<file path="config.mk">
export PLATFORM = sky130hd
export DESIGN_NAME = fetch_unit
export DESIGN_NICKNAME = d
export VERILOG_FILES = /design/src/rtl/fetch_unit.sv
export SDC_FILE = /design/constraint.sdc
export NUM_CORES = 1
export LEC_CHECK = 0
export ABC_AREA = 1
export CORE_MARGIN = 3
export CORE_UTILIZATION = 41
export DETAILED_ROUTE_END_ITERATION = 12
export HOLD_SLACK_MARGIN = 0.03
export PLACE_DENSITY = 0.85
export SLEW_MARGIN = 0
export SYNTH_ARGS = -nofsm -noshare
export SYNTH_HDL_FRONTEND = slang
export SYNTH_SLANG_ARGS = --single-unit
export TNS_END_PERCENT = 100
</file>
<file path="constraint.sdc">
create_clock -name clk -period 2.2 [get_ports clk]
set_clock_uncertainty 0.15 [all_clocks]
set_input_delay 0.55 -clock clk [delete_from_list [all_inputs] [get_ports clk]]
set_output_delay 0.55 -clock clk [all_outputs]
set_load 0.02 [all_outputs]
</file>
<file path="src/rtl/fetch_unit.sv">
// Instruction fetch stage: IDLE/FETCH/VALID handshake between imem and decode.
// Optional FETCH_STALLCNT_EN adds a saturating count of decode back-pressure cycles.
module fetch_unit #(
  parameter int PC_W   = 7,
  parameter int INST_W = 32
) (
  input  logic              clk,
  input  logic              reset_n,
  input  logic [PC_W-1:0]   pc_cur,
  output logic [PC_W-1:0]   pc_next,
  output logic              imem_req,
  output logic [PC_W-3:0]   imem_addr,
  input  logic              imem_ack,
  input  logic [INST_W-1:0] imem_rdata,
  output logic [INST_W-1:0] inst,
  output logic [PC_W-1:0]   inst_pc,
  output logic              inst_valid,
  input  logic              inst_ready,
  input  logic              redirect,
  input  logic [PC_W-1:0]   redirect_pc
`ifdef FETCH_STALLCNT_EN
  ,
  output logic [15:0]       stall_cnt
`endif
);

  typedef enum logic [1:0] {IDLE, FETCH, VALID} state_t;
  state_t state;

  logic [PC_W-1:0] redir_tgt;
  assign redir_tgt = redirect_pc & ~PC_W'(3);

  assign imem_req   = (state == FETCH) && !redirect;
  assign imem_addr  = pc_cur[PC_W-1:2];
  assign inst_valid = (state == VALID);

  // pc_next is forced to zero during reset so the program counter restarts at 0.
  always_comb begin
    pc_next = pc_cur;
    if (!reset_n)
      pc_next = '0;
    else if (redirect)
      pc_next = redir_tgt;
    else if (state == FETCH && imem_ack)
      pc_next = pc_cur + PC_W'(4);
  end

  always_ff @(posedge clk or negedge reset_n) begin
    if (!reset_n) begin
      state   <= IDLE;
      inst    <= '0;
      inst_pc <= '0;
    end else begin
      case (state)
        IDLE:  state <= FETCH;
        FETCH: begin
          // a coincident redirect discards the returning data
          if (imem_ack && !redirect) begin
            state   <= VALID;
            inst    <= imem_rdata;
            inst_pc <= pc_cur;
          end
        end
        VALID: if (inst_ready || redirect) state <= FETCH;
        default: state <= IDLE;
      endcase
    end
  end

`ifdef FETCH_STALLCNT_EN
  always_ff @(posedge clk or negedge reset_n) begin
    if (!reset_n)
      stall_cnt <= '0;
    else if (state == VALID && !inst_ready && stall_cnt != 16'hFFFF)
      stall_cnt <= stall_cnt + 16'd1;
  end
`endif

endmodule

</file>
---- Yosys cells after proc, flatten, opt, wreduce, memory -nomap -nowiden ----
Index checks and enable logic that the tools add are counted.
word-level totals
  bits in registers ....................... 41
  bits of input ports ..................... 51
  output and inout bits ................... 53
  logic and storage cells ................. 22
operators by class
  $add $sub $neg .......................... 1
  equal/unequal tests ..................... 4
  mux-type cells .......................... 6
  reductions and logical operators ........ 8
operators by type and width
  kind                                                                      count
  7-bit 2-to-1 mux                                                          3
  7-bit by 3-bit adder with 7-bit output (second input constant)            1
  2-bit case mux with 3 select lines                                        1
  2-bit 2-to-1 mux                                                          2
  2-bit by 1-bit inequality test with 1-bit output (second input constant)  2
  2-bit AND reduction                                                       2
  1-bit logical AND                                                         3
  2-bit by 1-bit == test with 1-bit output (second input constant)          1
  2-bit == test (second input constant)                                     1
  2-bit logical NOT                                                         1
  1-bit logical NOT                                                         1
  1-bit logical OR                                                          1

---- Longest topological paths before layout ----
Gate-level depths: netlist (run 1).
  word-level depth ........................ 5
  gate-level depth with buffers ........... 7
  mapped depth without buffers ............ 7

---- Worst setup path before layout (run 1) ----
OpenSTA, ideal clock, no wires.
  path kind ............................... input-to-output
  from .................................... input port pc_cur[2]
  to ...................................... output port pc_next[6]
  arrival ................................. 1.311 ns
  data required time ...................... 1.500 ns
  setup slack ............................. 0.189 ns
  stages on the path ...................... 7
  buffers on the path ..................... 0
  cells stage by stage .................... ha_1 nand3_1 nand2_1 nand2_1 nand2_1 nand2_1 a21oi_1
between the ends
  longest elaborated chain between the ends .. 4
RTL lines
  element                                 line  RTL
  start: declaration                      9     input logic [PC_W-1:0] pc_cur,
  7-bit by 3-bit adder with 7-bit output  45    pc_next = pc_cur + PC_W'(4);
  7-bit 2-to-1 mux                        44    else if (state == FETCH && imem_ack)
  7-bit 2-to-1 mux                        42    else if (redirect)
  7-bit 2-to-1 mux                        40    if (!reset_n)
  end: declaration                        10    output logic [PC_W-1:0] pc_next,
No other way between the ends.

---- Worst setup path after layout (run 1) ----
  from .................................... input port imem_ack
  to ...................................... output port pc_next[2]
between the ends
  longest elaborated chain between the ends .. 4
RTL lines
  element             line  RTL
  start: declaration  13    input logic imem_ack,
  1-bit logical AND   44
  7-bit 2-to-1 mux    44
  7-bit 2-to-1 mux    42
  7-bit 2-to-1 mux    40
No other way between the ends.

==> flow_summary_export.csv, run 1 <==
group,metric,value,unit
run_status,status,"finished clean",
detailed_routing,detail_route_antenna_nets,0,
global_routing,antenna_found_initial,0,
place,globalplace.congestion,0.816,
die,die_x,73.3,um
detailed_routing,drt-vias-per-instance,4.63,
clock_tree,numCtsBuffers,5,
critical_path,timing.critical_path.max_delay_family,"buffers and inverters",
place,place.port_buffers,101,
clock_tree,worstSkewPairLatency,0.28,ns
sta,setup_violations,0,
hold_path,hp-class,"in2async",
critical_path,cp-end-kind,"primary output",
synthesis,synth_enable_flop_cells,0,
clock_tree,cts_tree,"done",
synthesis,synthTopCellsByArea,"dfrtp_1 (55%), nand2_1 (24%), buf_4 (3.2%)",
place,placed_area,2970,sq um
synthesis,yosys_register_bits,41,
detailed_routing,drt_pass1_iterations,4,
clock_tree,hold_buffers,0,
pwr,power.combinational.fraction,49.7,%
layout,ff_latch_area,1030,sq um
die,num_rows,23,
detailed_routing,drc,0,
clock_tree,cts_root_buffer,"clkbuf_8",
sta,setup_repair_after_global_routing_missed_its_margin,"false",
sta,min_period_over_period,96.1,%
synthesis,syn-cell-area,1850,sq um
detailed_routing,vias,1796,
job,maxCapViolCount,0,
critical_path,worstPathBufferInverterCount,2,
pwr,share_clk_of_total_power,16.2,%
synthesis,syn_inst,220,
place,detailed_place_hpwl,3760,um
synthesis,synth_most_common_cell,"nand2_1",
synthesis,synth_area_per_cell,8.43,sq um
layout,layout.cell_area.non_filler,3090,sq um
pwr,p_total,3770,uW
sta,max_clock_freq,473,MHz
die,io_pins,104,
synthesis,post_synth_most_frequent_cells,"nand2_1 (118), dfrtp_1 (41), inv_1 (10), buf_4 (8), nor2_1 (7)",
detailed_routing,drt-total-wl,4960,um
sta,final_max_slew_viol_count,0,
synthesis,synth-async-reset-ratio,100,%
pwr,power.sequential.fraction,34.1,%
die,die_height,73.3,um
pwr,intPower,2360,uW
sta,max_slew_margin,65.3,%
critical_path,timing.rr.start,"state[1]",
layout,filler_cell_count,334,
pwr,power.density_cell_area,1220,nW/um^2
global_routing,grt_max_degree,42,
critical_path,r2r_slack,0.70,ns
sta,worst-slew-pin-transition,0.520,ns
die,core_region_area,4170,sq um
pwr,switching_power,1410,uW
clock_tree,htreeDepth,2,
critical_path,criticalPathCategory,"in2out",
critical_path,crit_path_max_fanout,8,
global_routing,grt_overflow_total,0,
layout,final_nets,389,
synthesis,ys.flop_type,"dfrtp_1",
synthesis,syn_nets,272,
sta,tns,0,ns
synthesis,post-synth-top-area-cell,"dfrtp_1",
pwr,switching_share,37.4,%
detailed_routing,initial_drt_markers,120,
global_routing,first_pass_grt_wire_length,8050,um
layout,layout-drive-gt1-share,16.0,%
synthesis,synth_top_cell_area_share,55.3,%
synthesis,synth_seq_area_share,55.3,%
clock_tree,cts.clk_slew.worst_paths,0.07,ns
global_routing,grt_usage,19.4,%
layout,multi_input_area,712,sq um
synthesis,post_synth_num_cell_types,20,
critical_path,arrival,1.41,ns
die,floorplan.initialDensity,44.4,%
sta,final.hold.worst_slack,0.282,ns
pwr,static_leakage,0.00159,uW
critical_path,worst-endpoint-required,1.50,ns
sta,hold_viol,0,
critical_path,cp_cell_sequence,"clkdlybuf4s15_1 > nand3_4 > xor2_1 > a21oi_1 > buf_2",
critical_path,worstReg2RegEnd,"inst_pc[1]",
critical_path,critical_path.max_stage_delay,0.24,ns
layout,layout_stage_area_growth_over_the_synthesis_result,66.9,%
clock_tree,clock-sinks,41,
critical_path,r2r.worst_path.cells,8,
global_routing,grt_pass1_vias,1809,
clock_tree,clock_tree.buffer_depth,2,
die,die_area,5370,sq um
synthesis,synth_warnings,0,
sta,final_period_minus_worst_setup_slack,2.11,ns
layout,num_antenna_cells,0,
pwr,ir_drop,0.743,mV
critical_path,critical_path.startpoint_type,"input port",
detailed_routing,wl_per_cell,12.8,um
critical_path,slowest_cp_cell,"clkdlybuf4s15_1",
## cell families (layout without fill, tap and decap cells)
kind of cell               Yosys count  in the layout  synth area share (%)
AOI/OAI and AO/OA                   19             19                  6.28
xor gates and xnor gates             1              1                 0.472
adders and majority gates            1              1                 0.675
buffers and inverters               24            142                  8.23
DFF                                 41             41                  55.3
and+or+nand+nor                    134            134                  29.0
## stage by stage
step                      setup slack (ns)  utilization, %  std cells
after global placement              -0.742            71.2        378
after detailed placement            -0.783            71.2        378
after CTS                          0.00582            74.0        388
final                               0.0864            74.2        388
after floorplan                      0.189               -        220
after global routing               0.00498            74.2        388
## state kept, by name, summed over array words and instances (netlist names)
register / flops
state: 2
inst_pc: 7
inst: 32
## placed cells by master (no fill, tap or decap), drive strengths merged
cell,instances
a21oi,6
buf,28
bufinv,1
clkbuf,11
clkdlybuf4s15,1
clkdlybuf4s50,80
dfrtp,41
dlygate4sd2,8
dlymetal6s2s,1
ha,1
inv,12
nand2,120
nand3,5
nand4,1
nor2,8
o21a,1
o21ai,12
xor2,1
## power by group through the flow
stage               registers, uW  clock network (uW)  logic (uW)
floorplan                    1710                   0         497
global placement             1280                   0        1860
detailed placement           1290                   0        1910
CTS                          1290                 628        1900
global route                 1340                 655        2030
finish                       1290                 611        1880
## worst max-delay path by stage
| stage | from | endpoint | slack [ns] | depth (start not counted) |
|---|---|---|---|---|
| 2_1_floorplan | pc_cur[2] | pc_next[6] | 0.19 | 7 |
| 3_3_place_gp | pc_cur[3] | pc_next[6] | -0.74 | 9 |
| 3_5_place_dp | imem_ack | pc_next[5] | -0.78 | 8 |
| 4_1_cts | pc_cur[2] | pc_next[6] | 0.006 | 9 |
| 5_1_grt | pc_cur[5] | pc_next[6] | 0.005 | 8 |
| 6_report | imem_ack | pc_next[2] | 0.09 | 5 |
## layout make-up
type	count	share of cell area, %
timing repair buffer	122	36.5
sequential	41	33.2
multi-input combinational	155	23.0
clock buffer	7	2.79
tap	50	2.02
inverter	12	1.54
clock inverter	1	0.970
## layer usage
metal	vias to the layer above	GRT usage, %	share of wire (%)
li1	902	-	-
met1	821	22.4	38
met2	69	35.1	52
met3	4	5.88	8.5
met4	0	4.30	0.61
met5	-	0	0
## timing repair
item	in CTS	in global routing
resized for setup	45	14
endpoints found under the setup margin	14	7
buffers inserted	2	0
pin swaps	2	4
gates cloned	0	0
## worst reg2reg max path: cells and delay by family (launching register included)
family,cells,cell delay [ns]
AO/OA/AOI/OAI,1,0.05
flip-flops,1,0.36
AND/OR/NAND/NOR,3,0.35
buffers and inverters,4,0.49
(Power assumes the default switching activity.)
==> run 2, diff against run 1 <==
--- a/config.mk
+++ b/config.mk
@@ -6,11 +6,13 @@
 export NUM_CORES = 1
 export LEC_CHECK = 0
 export ABC_AREA = 1
+export CAP_MARGIN = 20
 export CORE_MARGIN = 3
 export CORE_UTILIZATION = 41
 export DETAILED_ROUTE_END_ITERATION = 12
 export HOLD_SLACK_MARGIN = 0.03
 export PLACE_DENSITY = 0.85
+export SKIP_LAST_GASP = 1
 export SLEW_MARGIN = 0
 export SYNTH_ARGS = -nofsm -noshare
 export SYNTH_HDL_FRONTEND = slang
==> flow_summary_export.csv, run 2 (synthesis results as in run 1) <==
group,metric,value,unit
run_status,status,"finished clean",
layout,final_nets,389,
global_routing,antenna_found_initial,0,
layout,filler_cell_count,335,
critical_path,arrival,1.44,ns
critical_path,critical_path.max_stage_delay,0.28,ns
layout,largest-register,"inst",
global_routing,grt_usage,19.4,%
place,detailed_place_hpwl,3760,um
job,maxCapViolCount,0,
sta,final_max_slew_viol_count,0,
clock_tree,cts_root_buffer,"clkbuf_8",
sta,max_clock_freq,467,MHz
critical_path,critical_path.startpoint_type,"input port",
sta,setup_violations,0,
pwr,share_clk_of_total_power,16.2,%
detailed_routing,routedLengthMet1,1920,um
critical_path,crit_path_max_fanout,4,
pwr,ir_drop,0.743,mV
pwr,power.sequential.fraction,34.1,%
place,place.port_buffers,101,
pwr,power.combinational.fraction,49.7,%
clock_tree,cts.clk_slew.worst_paths,0.07,ns
die,io_pins,104,
clock_tree,hold_buffers,0,
pwr,switching_power,1410,uW
pwr,intPower,2360,uW
layout,final_cell_mix,"nand2_1 (118), clkdlybuf4s50_1 (80), dfrtp_1 (41)",
clock_tree,worstSkewPairLatency,0.28,ns
die,die_area,5370,sq um
place,placed_area,2970,sq um
detailed_routing,met3RoutedLength,420,um
die,floorplan.initialDensity,44.4,%
global_routing,grt_max_degree,42,
sta,final_period_minus_worst_setup_slack,2.14,ns
clock_tree,numCtsBuffers,5,
sta,hold_viol,0,
detailed_routing,vias,1798,
sta,setup_repair_after_global_routing_missed_its_margin,"true",
detailed_routing,detail_route_antenna_nets,0,
layout,layout-drive-gt1-share,15.7,%
global_routing,first_pass_grt_wire_length,8050,um
hold_path,hp-class,"in2async",
critical_path,criticalPathCategory,"in2out",
layout,largest_register_ffs,32,
global_routing,grt_overflow_total,0,
critical_path,cp-end-kind,"primary output",
detailed_routing,drc,0,
detailed_routing,wl_per_cell,12.8,um
detailed_routing,drt-total-wl,4970,um
pwr,switching_share,37.5,%
place,globalplace.congestion,0.816,
critical_path,slowest_cp_cell,"dlygate4sd2_1",
sta,max_slew_margin,65.4,%
layout,layout.core_utilization,74.2,%
critical_path,cp_cell_sequence,"dlygate4sd2_1 > buf_4 > nand4_1 > nand2_1 > nand2_1 > nand2_1 > a21oi_2 > buf_4",
detailed_routing,drt-vias-per-instance,4.63,
clock_tree,clock-sinks,41,
die,die_x,73.3,um
layout,num_antenna_cells,0,
detailed_routing,wire_length_on_met2,2590,um
detailed_routing,top_layer,"met4",
critical_path,worst-endpoint-required,1.50,ns
layout,final_common_cell,"nand2_1",
layout,biggestRegsByFlops,"inst: 32 flops, inst_pc: 7 flops, state: 2 flops",
pwr,static_leakage,0.00159,uW
sta,worst-slew-pin-transition,0.519,ns
die,num_rows,23,
detailed_routing,drt_pass1_iterations,4,
layout,layout_stage_area_growth_over_the_synthesis_result,67.0,%
layout,layout.cell_area.non_filler,3100,sq um
critical_path,worst_path_most_repeated_cell,"nand2_1",
die,die_height,73.3,um
clock_tree,cts_tree,"done",
die,core_region_area,4170,sq um
sta,min_period_over_period,97.4,%
detailed_routing,initial_drt_markers,105,
pwr,power.density_cell_area,1220,nW/um^2
clock_tree,clock_tree.buffer_depth,2,
global_routing,grt_pass1_vias,1809,
clock_tree,htreeDepth,2,
[run 2: changes by cell type in the layout (fill, tap and decap cells not counted)]
cell,change
dlygate4sd2_1,+2
clkbuf_2,-1
clkdlybuf4s15_1,-1
[run 2: cell type report]
cell class              instances  area [sq um]  share of cell area, %
clock inverters                 1          30.0                  0.970
clock buffers                   7          86.3                   2.79
inverters                      12          47.5                   1.54
flip-flops and latches         41          1030                   33.1
well taps                      50          62.6                   2.02
repair buffers                122          1130                   36.6
multi-input cells             155           712                   23.0
[run 2: routing by layer]
metal / vias up / global-route usage (%)
li1: 902 / -
met1: 823 / 22.4
met2: 69 / 35.1
met3: 4 / 5.88
met4: 0 / 4.30
met5: - / 0
[run 2: worst max-delay path: cells and delay by family]
kind | cells | cell delay, ns
AO/OA/AOI/OAI | 1 | 0.10
buffers and inverters | 3 | 0.57
AND/OR/NAND/NOR | 4 | 0.21
[run 2: power by group through the flow]
| stage | registers [uW] | clock network (uW) | logic (uW) |
|---|---|---|---|
| after global placement | 1280 | 0 | 1860 |
| final | 1290 | 611 | 1880 |
| after global routing | 1340 | 655 | 2030 |
| after floorplan | 1710 | 0 | 497 |
| after detailed placement | 1290 | 0 | 1910 |
| after CTS | 1290 | 628 | 1900 |
[run 2: worst paths after layout]
check / from / to / slack, ns / cells after the start
max in group asynchronous: reset_n / inst[1] / 1.27 / 2
min in group clk: inst[14] / inst[14] / 0.32 / 2
setup reg to reg: state[1] / inst_pc[1] / 0.70 / 8
setup / recovery: pc_cur[4] / pc_next[6] / 0.06 / 8
hold reg to reg: inst[14] / inst[14] / 0.32 / 2
hold / removal: reset_n / inst_pc[5] / 0.28 / 2
[run 2: repair_timing]
action | 4_1_cts | 5_1_grt
pin swaps | 2 | 4
setup endpoints to repair | 14 | 7
setup buffers | 2 | 0
gates resized for setup | 45 | 11
[run 2: stage by stage]
step / instances / worst slack [ns] / TNS, ns / power [uW] / hold WS (ns)
2_1_floorplan: 220 / 0.189 / 0 / 2210 / 0.104
5_1_grt: 388 / -0.0308 / -0.0574 / 4030 / 0.315
4_1_cts: 388 / 0.00582 / 0 / 3810 / 0.292
6_report: 388 / 0.0567 / 0 / 3770 / 0.279
3_5_place_dp: 378 / -0.783 / -6.50 / 3200 / 0.307
3_3_place_gp: 378 / -0.742 / -6.04 / 3140 / 0.302
==> RTL change 1 (flow settings as in run 2) <==
Re-encode `state_t` (3 states) as one-hot, 3 bits wide.
--- a/src/rtl/fetch_unit.sv
+++ b/src/rtl/fetch_unit.sv
@@ -26,3 +26,3 @@
 
-  typedef enum logic [1:0] {IDLE, FETCH, VALID} state_t;
+  typedef enum logic [2:0] {IDLE = 3'b001, FETCH = 3'b010, VALID = 3'b100} state_t;
   state_t state;
Formal check against the unedited RTL: same outputs for any inputs over 10 cycles, from zero or initial values and one cycle with reset_n low; not proved beyond that.
==> RTL change 1 against run 2 <==
  * The run now ends with setup timing left
  * Sequential cell count up 1
  * Non-clock buffer count up 3
  * Synthesized area rose by 8.2%
  * Worst setup slack got worse by 0.18 ns
  * Utilization shrank 2.2 points
  * Power is 0.59% higher
  * Routed wire length grew 13%
  * Final area up 5.5%
  * Largest power group unchanged
==> RTL change 1: results (changes against run 2) <==
Status
  – Status: finished, violations left
  – Failing checks: setup timing

Layout
  – Leading registers by flop count: inst x32, inst_pc x7, state x3
  – Layout cells sized above 1: 19.2% (+3.5 points)
  – Filler cells: 352 (+5.1%)
  – Layout Nets: 401 (+3.1%)

GRT
  – Gr usage total: 19.0% (-0.38 points)
  – First-pass GRT wire length: 9040 um (+12%)
  – Pin count of the biggest net entering global routing: 47 (+12%)

Synth
  – Seq/Total Area, Yosys: 52.5% (-2.9 points)
  – Synth unique cells: 25 (+25%)
  – Synth Area in XOR/XNOR: 0.437% (-0.036 points)
  – Mean post-synth cell area: 8.65 um2 (+2.6%)
  – Main area contributors after synthesis: dfrtp_1 51%, nand2_1 17%, nand3_1 9.0%
  – Synth Area in Compound Gates: 5.49% (-0.79 points)
  – Synthesized Nets: 284 (+4.4%)
  – Commonest cells in the synthesized netlist: 93 x nand2_1, 41 x dfrtp_1, 36 x nand3_1
  – Adder-cell share of the synthesized area: 0.624% (-0.051 points)

STA
  – Setup_tns: -0.352 ns (-0.352 ns)
  – Number of setup violations in the final report: 5 (+5)
  – Final setup margin: -0.122 ns (-0.179 ns)
  – Worst-margin pin slew: 0.300 ns (-0.219 ns)

Critical path
  – Crit path largest cell delay: 0.25 ns (-0.03 ns)
  – FF-to-FF Start: state[0]$_DFFE_PN1P_
  – Slowest-stage cell, CP: nand4_1
  – R2r endpoint: inst_pc[1]$_DFFE_PN0P_
  – Worst-path fanout max: 5 (+1)
  – FF-to-FF path depth: 7 (-1)
  – Flop-to-flop setup slack: 0.42 ns (-0.28 ns)
  – Arr. time, crit path: 1.62 ns (+0.18 ns)

Pwr
  – Reg power frac: 35.0% (+0.9 points)
  – Sw Share: 39.8% (+2.4 points)
  – Leak Pwr: 1.61 nW (+1.6%)
  – Maximum vdd ir drop: 0.641 mV (-14%)

Detailed routing
  – Vias per Instance: 4.83 (+4.3%)
  – DR pass1 iterations: 4 (unchanged)
  – Via count: 2001 (+11%)
  – Detailed Route WL: 5630 um (+13%)
  – 1st-iter DRT viols: 88 (-16%)

Clocking
  – Clock Latency Late Sink: 0.29 ns
  – Clock Path Buffers: 2 (unchanged)

Placement
  – DP Area: 3110 um2 (+4.5%)
  – Routability cong.: 0.790 (-3.1%)
  – DP HPWL: 3950 um (+5.1%)
  – Pre-CTS setup slack: -0.793 ns (-0.00961 ns)
-- RTL change 1: how the worst max path moves through the flow --
stage	startpoint	to	slack, ns
finish	imem_ack	pc_next[4]	-0.12
global route	state[2]$_DFFE_PN0P_	pc_next[6]	-0.20
CTS	pc_cur[6]	pc_next[6]	-0.11
detailed placement	pc_cur[3]	pc_next[6]	-0.79
global placement	pc_cur[3]	pc_next[6]	-0.77
floorplan	pc_cur[2]	pc_next[6]	0.17
-- RTL change 1: repair_timing --
action                     in CTS  in global routing
hold buffers                    0                  0
gates resized for setup        55                 18
setup endpoints to repair      14                 10
setup buffers                   3                  3
pin swaps                      10                 12
-- RTL change 1: power by group through the flow --
| stage | combinational, mW | sequential [mW] | clock (mW) |
|---|---|---|---|
| after floorplan | 0.580 | 1.73 | 0 |
| after global placement | 1.91 | 1.31 | 0 |
| after detailed placement | 1.95 | 1.33 | 0 |
| after CTS | 1.98 | 1.33 | 0.482 |
| after global routing | 2.15 | 1.37 | 0.514 |
| final | 2.00 | 1.33 | 0.467 |
-- RTL change 1: area by class of cell --
| type | instances | area (um2) | area share, % |
|---|---|---|---|
| repair buffers | 125 | 1180 | 36.0 |
| flip-flops and latches | 42 | 1050 | 32.2 |
| multi-input cells | 163 | 826 | 25.3 |
| well taps | 65 | 81.3 | 2.49 |
| clock buffers | 6 | 72.6 | 2.22 |
| inverters | 12 | 50.0 | 1.53 |
| clock inverters | 1 | 7.51 | 0.230 |
-- RTL change 1: cell families after synthesis --
kind of cell / after synthesis
adder cells (fa/ha/maj): 1
flip-flops: 42
XOR/XNOR: 1
buffers and inverters: 27
AO/OA/AOI/OAI: 17
AND/OR/NAND/NOR: 144
-- RTL change 1: per-stage QoR --
stage | hold slack, ns | total power, mW
CTS | 0.197 | 3.79
finish | 0.204 | 3.80
global placement | 0.304 | 3.22
global route | 0.216 | 4.04
detailed placement | 0.308 | 3.27
floorplan | 0.104 | 2.31
-- RTL change 1: routing by layer --
metal | GRT usage [%] | vias to the layer above | part of all wire, %
li1 | - | 976 | -
met1 | 21.6 | 937 | 40
met2 | 33.5 | 80 | 51
met3 | 7.11 | 8 | 7.7
met4 | 5.25 | 0 | 1.3
met5 | 0 | - | 0
-- RTL change 1: worst reg2reg max path, delay by kind of cell (launching register included) --
kind,cells,cell delay [ns]
flip-flops,1,0.55
AND/OR/NAND/NOR,3,0.53
buffers and inverters,3,0.42
AO/OA/AOI/OAI,1,0.07
==> RTL change 2 (config.mk and constraints of run 2) <==
Made on the original files. Add a define of `FETCH_STALLCNT_EN`.
--- a/src/rtl/fetch_unit.sv
+++ b/src/rtl/fetch_unit.sv
@@ -2,2 +2,4 @@
 // Optional FETCH_STALLCNT_EN adds a saturating count of decode back-pressure cycles.
+`define FETCH_STALLCNT_EN
+
 module fetch_unit #(
Formal check against the unedited RTL (old outputs only; new: stall_cnt): equivalent (Yosys induction, for registers that start in step).
==> RTL change 2 against run 2 <==
  * Routed wire length increased by 59%
  * Final area increased by 41%
  * Non-clock buffer count rose by 22
  * Maximum frequency is 1.9% lower
  * Sequential cell count is 16 higher
  * Die area up 46%
  * Worst setup slack worse by 0.042 ns
  * Combinational power shrank 38%
  * Power shrank 3.5%
  * Synthesized area increased by 51%
  * Critical path depth did not move
  * Critical endpoint unchanged
  * Highest routed layer unchanged
==> RTL change 2: results (changes against run 2) <==
GRT
  – Gr usage total: 20.2% (+0.84 points)
  – Pin count of the biggest net entering global routing: 46 (+9.5%)
  – First-pass GRT wire length: 12300 um (+53%)

Detailed routing
  – DRT met1 WL: 3490 um (+82%)
  – Detailed Route WL: 7900 um (+59%)
  – 1st-iter DRT viols: 133 (+27%)
  – Routed length on met2: 3670 um (+41%)

Pwr
  – Pwr Density: 833 nW/um2 (-32%)
  – Int Pwr: 2.45 mW (+3.7%)
  – Maximum vdd ir drop: 0.589 mV (-21%)
  – Leak Pwr: 2.19 nW (+38%)

Critical path
  – Worst-path fanout max: 5 (+1)
  – Flop-to-flop setup slack: 0.21 ns (-0.49 ns)
  – R2r endpoint: stall_cnt[4]$_DFFE_PN0P_

Status
  – Status: complete, no violations

Layout
  – Leading registers by flop count: inst x32, stall_cnt x16, inst_pc x7
  – Register cell area after layout: 1430 um2 (+39%)
  – Filler cells: 525 (+57%)

Placement
  – Pre-CTS setup slack: -0.826 ns (-0.0429 ns)
  – DP HPWL: 5710 um (+52%)
  – Port bufs: 117 (+16%)
  – Routability cong.: 0.910 (+12%)

Synth
  – Main area contributors after synthesis: dfrtp_1 51%, nand2_1 25%, inv_1 2.5%
  – Synth Area in XOR/XNOR: 2.50% (+2.0 points)
  – Synth Area in Compound Gates: 5.37% (-0.91 points)
  – Commonest cells in the synthesized netlist: 184 x nand2_1, 57 x dfrtp_1, 19 x inv_1
  – Adder-cell share of the synthesized area: 0.894% (+0.22 points)

STA
  – Max_slew headroom: 52.3% (-13 points)
  – Period utilization: 99.3% (+1.9 points)
  – Final hold slack: 0.129 ns (-0.150 ns)

Clocking
  – Post_cts resized: 53 (+18%)
  – H-tree depth: 3 (+1)
==> RTL change 2: changes by cell type after synthesis, sizes merged, moves of 2 or more <==
cell	run 2	this run
nand4	1	6
dfrtp	41	57
o21ai	12	20
inv	12	21
xnor2	0	7
nand3	5	9
buf	12	14
nand2	120	188
nor2	8	22
==> RTL change 2: logic make-up (layout without fill, tap and decap cells) <==
family / count (synthesis) / in the layout
AO/OA/AOI/OAI: 27 / 27
flip-flops: 57 / 57
buffers and inverters: 37 / 182
XOR/XNOR: 8 / 8
adder cells (fa/ha/maj): 2 / 2
AND/OR/NAND/NOR: 227 / 227
==> RTL change 2: layout make-up <==
| cell class | instances | share of cell area (%) |
|---|---|---|
| Timing Repair Buffer | 144 | 30.3 |
| Tap cell | 77 | 2.21 |
| Sequential cell | 57 | 32.6 |
| Inverter | 22 | 2.00 |
| Clock inverter | 7 | 2.35 |
| Clock buffer | 9 | 2.84 |
| Multi-Input combinational cell | 264 | 27.7 |
